File: src/rtl/iq_buf_reader.sv
// iq_buf_reader: plays a run of 36-bit I/Q word pairs from shared-address
// BSRAMs as a 1-bit-per-cycle I/Q sample stream with valid/ready handshake.
// One word is shifted out while the next one is prefetched into a holding
// buffer, so a steady-ready consumer sees no gap between words.
module iq_buf_reader #(
  parameter int READ_LATENCY = 1
) (
  input  logic        clk,
  input  logic        rst,
  input  logic        start,
  input  logic        abort,
  input  logic [8:0]  start_addr,
  input  logic [8:0]  num_words,
  output logic [8:0]  ram_addr,
  input  logic [35:0] ram_dout_i,
  input  logic [35:0] ram_dout_q,
  output logic        smp_valid,
  input  logic        smp_ready,
  output logic        smp_i,
  output logic        smp_q,
  output logic        smp_last,
  output logic        busy,
  output logic        done
);

  typedef enum logic [1:0] {IDLE, FETCH, STREAM, FINISH} state_t;

  state_t              state_q, state_d;
  logic [8:0]          addr_q, addr_d;
  logic [8:0]          rd_left_q, rd_left_d;     // words still to be read
  logic [8:0]          emit_left_q, emit_left_d; // words still to be emitted, incl. current
  logic [5:0]          bit_q, bit_d;
  logic [35:0]         sh_i_q, sh_i_d, sh_q_q, sh_q_d;
  logic [35:0]         hb_i_q, hb_i_d, hb_q_q, hb_q_d;
  logic                cur_vld_q, cur_vld_d;
  logic                hb_vld_q, hb_vld_d;
  // Read-in-flight marker: bit 0 set when an address is issued, data is
  // valid on ram_dout_* while the marker sits in the top bit.
  logic [READ_LATENCY:0] rd_pipe_q, rd_pipe_d;

  logic land, accept, at_end, is_last;

  assign land    = rd_pipe_q[READ_LATENCY];
  assign accept  = cur_vld_q & smp_ready;
  assign at_end  = (bit_q == 6'd35);
  assign is_last = at_end && (emit_left_q == 9'd1);

  assign ram_addr  = addr_q;
  assign smp_valid = cur_vld_q;
  assign smp_i     = sh_i_q[0];
  assign smp_q     = sh_q_q[0];
  assign smp_last  = cur_vld_q & is_last;
  assign busy      = (state_q == FETCH) || (state_q == STREAM);
  assign done      = (state_q == FINISH);

  // Next-state, read issue, word loading and bit shifting.
  always_comb begin
    state_d     = state_q;
    addr_d      = addr_q;
    rd_left_d   = rd_left_q;
    emit_left_d = emit_left_q;
    bit_d       = bit_q;
    sh_i_d      = sh_i_q;
    sh_q_d      = sh_q_q;
    hb_i_d      = hb_i_q;
    hb_q_d      = hb_q_q;
    cur_vld_d   = cur_vld_q;
    hb_vld_d    = hb_vld_q;
    rd_pipe_d   = {rd_pipe_q[READ_LATENCY-1:0], 1'b0};

    case (state_q)
      IDLE: begin
        if (start) begin
          if (num_words != 9'd0) begin
            state_d      = FETCH;
            addr_d       = start_addr;
            rd_left_d    = num_words - 9'd1;
            emit_left_d  = num_words;
            bit_d        = 6'd0;
            rd_pipe_d[0] = 1'b1;
          end else begin
            state_d = FINISH;
          end
        end
      end
      FETCH, STREAM: begin
        // Returning data goes straight to the shifter if it is empty,
        // otherwise it waits in the holding buffer.
        if (land && !cur_vld_q) begin
          sh_i_d    = ram_dout_i;
          sh_q_d    = ram_dout_q;
          cur_vld_d = 1'b1;
          state_d   = STREAM;
        end else if (land) begin
          hb_i_d   = ram_dout_i;
          hb_q_d   = ram_dout_q;
          hb_vld_d = 1'b1;
        end
        if (accept) begin
          if (at_end) begin
            bit_d       = 6'd0;
            emit_left_d = emit_left_q - 9'd1;
            if (is_last) begin
              cur_vld_d = 1'b0;
              state_d   = FINISH;
            end else if (hb_vld_q) begin
              sh_i_d   = hb_i_q;
              sh_q_d   = hb_q_q;
              hb_vld_d = 1'b0;
            end else if (land) begin
              sh_i_d   = ram_dout_i;
              sh_q_d   = ram_dout_q;
              hb_vld_d = 1'b0;
            end else begin
              cur_vld_d = 1'b0;
            end
          end else begin
            sh_i_d = {1'b0, sh_i_q[35:1]};
            sh_q_d = {1'b0, sh_q_q[35:1]};
            bit_d  = bit_q + 6'd1;
          end
        end
        // Prefetch: one read in flight at most, only into an empty buffer.
        if (state_q == STREAM && rd_left_q != 9'd0 && rd_pipe_q == '0 && !hb_vld_q) begin
          addr_d       = addr_q + 9'd1;
          rd_left_d    = rd_left_q - 9'd1;
          rd_pipe_d[0] = 1'b1;
        end
      end
      FINISH: state_d = IDLE;
      default: state_d = IDLE;
    endcase

    // Abort wins over everything else in any active state.
    if (abort && state_q != IDLE) begin
      state_d   = IDLE;
      cur_vld_d = 1'b0;
      hb_vld_d  = 1'b0;
      rd_pipe_d = '0;
    end
  end

  // State and datapath registers.
  always_ff @(posedge clk or negedge rst) begin
    if (!rst) begin
      state_q     <= IDLE;
      addr_q      <= '0;
      rd_left_q   <= '0;
      emit_left_q <= '0;
      bit_q       <= '0;
      sh_i_q      <= '0;
      sh_q_q      <= '0;
      hb_i_q      <= '0;
      hb_q_q      <= '0;
      cur_vld_q   <= 1'b0;
      hb_vld_q    <= 1'b0;
      rd_pipe_q   <= '0;
    end else begin
      state_q     <= state_d;
      addr_q      <= addr_d;
      rd_left_q   <= rd_left_d;
      emit_left_q <= emit_left_d;
      bit_q       <= bit_d;
      sh_i_q      <= sh_i_d;
      sh_q_q      <= sh_q_d;
      hb_i_q      <= hb_i_d;
      hb_q_q      <= hb_q_d;
      cur_vld_q   <= cur_vld_d;
      hb_vld_q    <= hb_vld_d;
      rd_pipe_q   <= rd_pipe_d;
    end
  end

endmodule

File: config.mk
export PLATFORM = sky130hd
export DESIGN_NAME = iq_buf_reader
export DESIGN_NICKNAME = d
export VERILOG_FILES = /design/src/rtl/iq_buf_reader.sv
export SDC_FILE = /design/constraint.sdc
export NUM_CORES = 1
export LEC_CHECK = 0
export BUFFER_PORTS_ARGS = -buffer_cell sky130_fd_sc_hd__buf_2
export CORE_MARGIN = 3
export CORE_UTILIZATION = 50
export DETAILED_ROUTE_END_ITERATION = 10
export PLACE_DENSITY_LB_ADDON = 0.15
export SYNTH_ARGS = -nofsm -noshare
export SYNTH_HDL_FRONTEND = slang
export SYNTH_SLANG_ARGS = --single-unit
File: constraint.sdc
create_clock -name clk -period 3 [get_ports clk]
set_clock_uncertainty 0.15 [all_clocks]
set_input_delay 0.45 -clock clk [delete_from_list [all_inputs] [get_ports clk]]
set_output_delay 0.45 -clock clk [all_outputs]
set_load 0.01 [all_outputs]
==> key figures, run 1 <==
Setup path
  • CP top delay family: buffers and inverters
  • Reg2reg setup slack: 190 ps
  • CP cell instances: inv_1 -> ha_2 -> buf_4 -> clkinv_1 -> nor2_4 -> buf_12 -> a2bb2oi_1
  • Worst R2R Path Depth: 7
  • RR Startpoint: state_q[1]
  • WP data arrival: 2960 ps
  • Crit-path max cell delay: 610 ps
  • Crit path max fanout: 39
  • CP Buf/Inv Count: 4
  • Critical Path End Type: register
  • Worst setup SP type: register
  • Crit path required time: 3150 ps
  • Slowest CP cell: nor2_4
  • CP Class: register to register

Worst hold path
  • Worst Hold End: ram_addr[7]
  • Hold path cells: 2
  • Hold Crit Start: start_addr[7]
  • Hold Path Class: input port to register

Clock network
  • Inserted Clock Buffers: 17
  • Number of clock sinks: 183
  • Clk_lat worst skew: 430 ps
  • Clk slew on worst S/H paths: 80 ps
  • Clock buffer depth: 2
  • # H-tree levels: 4
  • Postcts setup bufs: 0
  • CTS tree: done
  • Clock root buffer: clkbuf_16

GRT
  • Initial antenna violation count: 2
  • Overflow after GRT: 0
  • Vias in the first global route: 8,208
  • First-pass GRT wire length: 43.6 mm
  • Pin count of the biggest net entering global routing: 74
  • Gr usage total: 24.4%

Synthesis
  • Synthesized area: 0.00999 mm2
  • Number of synthesized flops with an enable pin: 0
  • Mapped Cells: 942
  • Ys flop type: dfrtp_1
  • Commonest cells post-synth: dfrtp_1, mux2_2, a22oi_1, nand4_1
  • Post-Syn Area per Cell: 10.6 um2
  • Register bit total from synthesis: 183
  • Yosys top cell by area: dfrtp_1
  • Main area contributors after synthesis: dfrtp_1, mux2_2, a2bb2oi_1
  • Register area share after synthesis: 45.8%
  • Synth top area share: 45.8%
  • Syn_nets: 1,045
  • Most common cell in the netlist: dfrtp_1
  • Unique masters post-synth: 70
  • Ys async rst share: 100%
  • Ys Warns: 0

Die
  • Die width: 147 um
  • Core ar.: 0.0195 mm2
  • I/O pins: 110
  • Die area: 0.0217 mm2
  • Row cnt: 51
  • Initial Utilization: 51.2%
  • Die Y-Extent: 147 um

Routing
  • DR WL/cell: 20.3 um
  • Vias per inst: 6.50
  • Starting DRT DRC Count: 654
  • Drt first pass iters: 5
  • Vias: 8,385
  • Post-route ant nets: 0
  • Post-route DRC: 0
  • Routed wire length: 26.2 mm

Power and ir drop
  • Switching fraction of total power: 39.4%
  • Part of the power in registers: 37.3%
  • VDD IR max: 0.665 mV
  • P_sw: 4.79 mW
  • Combinational power share: 44.9%
  • Pwr Total: 12.2 mW
  • P per Cell Area: 1060 mW/mm2
  • Clock share of power: 17.9%
  • Lkg Pwr: 4.50 nW
  • Internal power: 7.36 mW

Finish
  • Total Nets Final: 1,115
  • Diode count: 0
  • Area grow syn2layout: 14.4%
  • Layout cells sized above 1: 28.8%

Timing
  • Actual slew at the worst max-slew pin: 932 ps
  • Setup violators final: 0
  • Unrepaired setup endpoints after global routing: false
  • Final Hold Violating Endpoints: 0
  • Max Slew Vio Count: 0
  • Period utilization: 93.7%
  • Worst slew margin: 37.5%
  • Max Freq: 0.356 GHz
  • Tmin final: 2810 ps
  • Setup TNS: 0 ps

Placed design
  • IO buf count: 109
  • Placer Congestion: 0.876
  • Post-DP HPWL: 16.2 mm

Job
  • Max-cap viol count: 0

Status
  • Outcome: finished clean
cells by family after synthesis:
group	after synthesis	synth area share, %
xor gates and xnor gates	7	0.614
and+or+nand+nor	233	13.3
adders and majority gates	8	1.00
DFF	183	45.8
muxes	83	9.34
buffers and inverters	105	4.66
AOI/OAI and AO/OA	323	25.3
area by class of cell:
class,count,area [um2]
sequential,183,4580
inverter,9,33.8
clock buffer,19,433
tap,265,332
timing repair buffer,147,942
fill,1702,8100
clock inverter,13,123
multi-input combinational,654,4980
stage by stage:
| step | instances | area [um2] | hold slack (ps) | setup slack [ps] | utilization, % |
|---|---|---|---|---|---|
| global route | 1290 | 11400 | 118 | 7.34 | 58.5 |
| finish | 1290 | 11400 | 128 | 190 | 58.5 |
| floorplan | 942 | 9990 | 4.41 | 32.6 | - |
| CTS | 1290 | 11400 | 111 | 42.8 | 58.5 |
| global placement | 1257 | 10900 | 333 | 149 | 55.6 |
| detailed placement | 1257 | 10900 | 330 | 45.7 | 55.6 |
how the worst max path moves through the flow:
stage | from | endpoint | slack (ps) | cells after the start
final | state_q[1] | register | 190 | 7
after global routing | state_q[1] | register | 7 | 7
after CTS | state_q[1] | rd_left_q[5] | 40 | 7
after detailed placement | state_q[1] | rd_left_q[5] | 50 | 7
after global placement | state_q[1] | rd_left_q[7] | 150 | 7
after floorplan | state_q[1] | rd_left_q[6] | 30 | 12
layer usage:
metal | GRT usage [%] | routed length (um)
met1 | 35.2 | 12200
met2 | 37.8 | 12100
met3 | 4.97 | 1550
met4 | 6.52 | 371
met5 | 0 | 23
cell usage in the layout (no fill, tap or decap), types with 8 or more instances in the layout:
master / synthesis / final
or2_2: 9 / 9
a21oi_1: 20 / 19
o21ai_0: 30 / 30
nand2_1: 42 / 41
o221a_2: 8 / 8
nor4_1: 13 / 13
o221ai_1: 64 / 64
buf_2: 21 / 108
a22oi_1: 72 / 72
nand4_1: 68 / 68
inv_1: 8 / 8
dfrtp_1: 183 / 182
o22ai_1: 12 / 12
nand3_1: 18 / 17
nor3_1: 16 / 16
buf_4: 4 / 29
nor2_1: 24 / 24
mux2_2: 78 / 78
a2bb2oi_1: 64 / 64
clkbuf_16: 0 / 17
buf_12: 0 / 8
power by group through the flow:
stage | Combinational, mW | Sequential, mW | Clock [mW]
after detailed placement | 5.44 | 4.54 | 0
final | 5.45 | 4.53 | 2.17
after floorplan | 4.16 | 4.32 | 0
after global placement | 5.31 | 4.52 | 0
after global routing | 6.02 | 4.69 | 2.31
after CTS | 5.46 | 4.51 | 2.22
timing repair:
action / CTS / global route
endpoints found under the setup margin: 0 / 23
gates resized for setup: 0 / 1
hold buffers: 1 / 0
endpoints found under the hold margin: 59 / 0
Power figures use the tool's default switching activity.
==> run 2, diff against run 1 <==
Settings changed: RECOVER_POWER from default to 100.
==> run 2 against run 1 <==
The flow now finishes with violations (capacitance limit, slew limit); combinational power down 0.9%; maximum frequency fell by 0.43%; clock power barely moved; sequential power hardly changed; flip-flop and latch count unchanged.
==> key figures, run 2 (synthesized netlist as in run 1, its figures left out) <==
Placed design
  • Placer Congestion: 0.876 (unchanged)
  • IO buf count: 109 (unchanged)
  • Post-DP HPWL: 16.2 mm (unchanged)
  • Placed Cells: 1,257 (unchanged)

Timing
  • Worst slew margin: -13.0% (was 37.5%)
  • Setup TNS: 0 ps (unchanged)
  • Tmin final: 2820 ps (was 2810 ps)
  • Setup violators final: 0 (unchanged)
  • Unrepaired setup endpoints after global routing: false (unchanged)
  • Max Freq: 0.354 GHz (was 0.356 GHz)
  • Final Hold Violating Endpoints: 0 (unchanged)
  • Max Slew Vio Count: 63 (was 0)
  • Actual slew at the worst max-slew pin: 1690 ps (was 932 ps)
  • Period utilization: 94.1% (was 93.7%)

GRT
  • Vias in the first global route: 8,208 (unchanged)
  • Pin count of the biggest net entering global routing: 74 (unchanged)
  • Overflow after GRT: 0 (unchanged)
  • M2 GR Usage: 37.8% (unchanged)
  • Initial antenna violation count: 2 (unchanged)
  • Global Route met1 Usage: 35.2% (unchanged)
  • First-pass GRT wire length: 43.6 mm (unchanged)
  • Grt peak-use layer: met2 (unchanged)
  • Met3 Track Usage GR: 4.97% (unchanged)
  • Gr usage total: 24.4% (unchanged)

Routing
  • Post-route DRC: 0 (unchanged)
  • Drt first pass iters: 5 (unchanged)
  • Post-route ant nets: 0 (unchanged)
  • Routed wire length: 26.1 mm (was 26.2 mm)
  • DR WL/cell: 20.3 um (about the same)
  • Vias per inst: 6.53 (was 6.50)
  • Vias: 8,425 (was 8,385)
  • Starting DRT DRC Count: 551 (was 654)

Setup path
  • Crit-path max cell delay: 610 ps (about the same)
  • WP data arrival: 2980 ps (was 2960 ps)
  • Worst R2R Path Depth: 7 (unchanged)
  • Critical Path End Type: register (unchanged)
  • Slowest CP cell: nor2_4 (unchanged)
  • CP cell instances: inv_1 -> ha_2 -> buf_4 -> clkinv_1 -> nor2_4 -> buf_12 -> a2bb2oi_1 (unchanged)
  • Reg2reg setup slack: 180 ps (was 190 ps)
  • Worst setup SP type: register (unchanged)
  • RR Startpoint: state_q[1] (unchanged)
  • CP Class: register to register (unchanged)
  • Crit path max fanout: 39 (unchanged)
  • Crit path required time: 3150 ps (about the same)

Finish
  • Total Nets Final: 1,115 (unchanged)
  • Commonest non-fill, non-tap cell in the layout: dfrtp_1 (unchanged)
  • Layout cells sized above 1: 26.7% (was 28.8%)
  • Area grow syn2layout: 13.6% (was 14.4%)
  • Core Util, Final: 58.1% (was 58.5%)
  • Non-Filler Instances: 1,290 (unchanged)
  • Diode count: 0 (unchanged)
  • Commonest non-fill, non-tap cells in the layout: dfrtp_1, buf_2, mux2_2 (unchanged)

Power and ir drop
  • P per Cell Area: 1070 mW/mm2 (was 1060 mW/mm2)
  • Lkg Pwr: 4.42 nW (was 4.50 nW)
  • VDD IR max: 0.665 mV (about the same)

Worst hold path
  • Hold Crit Start: start_addr[7] (unchanged)
  • Worst Hold End: ram_addr[7] (unchanged)
  • Hold Path Class: input port to register (unchanged)
  • Hold path cells: 2 (unchanged)

Die
  • Die Y-Extent: 147 um (unchanged)
  • Die area: 0.0217 mm2 (unchanged)
  • Row cnt: 51 (unchanged)
  • Die width: 147 um (unchanged)
  • I/O pins: 110 (unchanged)
  • Core ar.: 0.0195 mm2 (unchanged)
  • Initial Utilization: 51.2% (unchanged)

Clock network
  • Postcts setup bufs: 0 (unchanged)
  • Clk slew on worst S/H paths: 70 ps (was 80 ps)
  • CTS tree: done (unchanged)
  • Clock buffer depth: 2 (unchanged)
  • Clk_lat worst skew: 430 ps (about the same)
  • Clock root buffer: clkbuf_16 (unchanged)
  • Inserted Clock Buffers: 17 (unchanged)
  • Number of clock sinks: 183 (unchanged)
  • # H-tree levels: 4 (unchanged)

Status
  • Failing checks: capacitance limit, slew limit
  • Outcome: complete, but fails checks (was finished clean)

Job
  • Max-cap viol count: 1 (was 0)
## run 2: cell count changes in the layout (fill, tap and decap cells not counted), sizes merged
cell	previous run	this run
buf	145	121
clkbuf	20	44
## run 2: cell type report
cell class	instances	area [um2]
clock buffers	19	433
clock inverters	13	123
fillers	1727	8180
inverters	9	33.8
multi-input cells	654	4980
flip-flops and latches	183	4580
well taps	265	332
repair buffers	147	865
## run 2: worst max path at each step
stage | slack (ps) | depth (start not counted) | startpoint | end
after floorplan | 30 | 12 | state_q[1] | rd_left_q[6]
after global placement | 150 | 7 | state_q[1] | rd_left_q[7]
after detailed placement | 50 | 7 | state_q[1] | rd_left_q[5]
after CTS | 40 | 7 | state_q[1] | rd_left_q[5]
after global routing | 7 | 7 | state_q[1] | register
final | 180 | 7 | state_q[1] | register
## run 2: timing repair
action | in CTS | in global routing
gates resized for setup | 0 | 1
endpoints found under the setup margin | 0 | 23
endpoints found under the hold margin | 59 | 0
hold buffers | 1 | 0
## run 2: worst max-delay path: cells and delay by family, from the launching register on
| family | cells | cell delay (ps) |
|---|---|---|
| compound gates | 1 | 100 |
| flops | 1 | 400 |
| simple gates | 1 | 610 |
| buf+inv | 4 | 920 |
| fa+ha+maj | 1 | 490 |
## run 2: power breakdown
part           switching (mW)  total [mW]  internal [mW]
combinational            2.94        5.40           2.46
sequential              0.837        4.53           3.69
clock                    1.02        2.17           1.15
total                    4.79        12.1           7.31
## run 2: through the flow
stage          total power [mW]  area [um2]  hold WS (ps)  worst slack [ps]
2_1_floorplan              8.49        9990          4.41              32.6
3_3_place_gp               9.83       10900           333               149
3_5_place_dp               9.98       10900           330              45.7
4_1_cts                    12.2       11400           111              42.8
5_1_grt                    13.0       11300           118              6.72
6_report                   12.1       11300           129               178
## run 2: layer usage
layer	wire [um]	part of all wire [%]
met5	23	0.088
met3	1650	6.3
met4	371	1.4
met2	12200	47
met1	11900	46
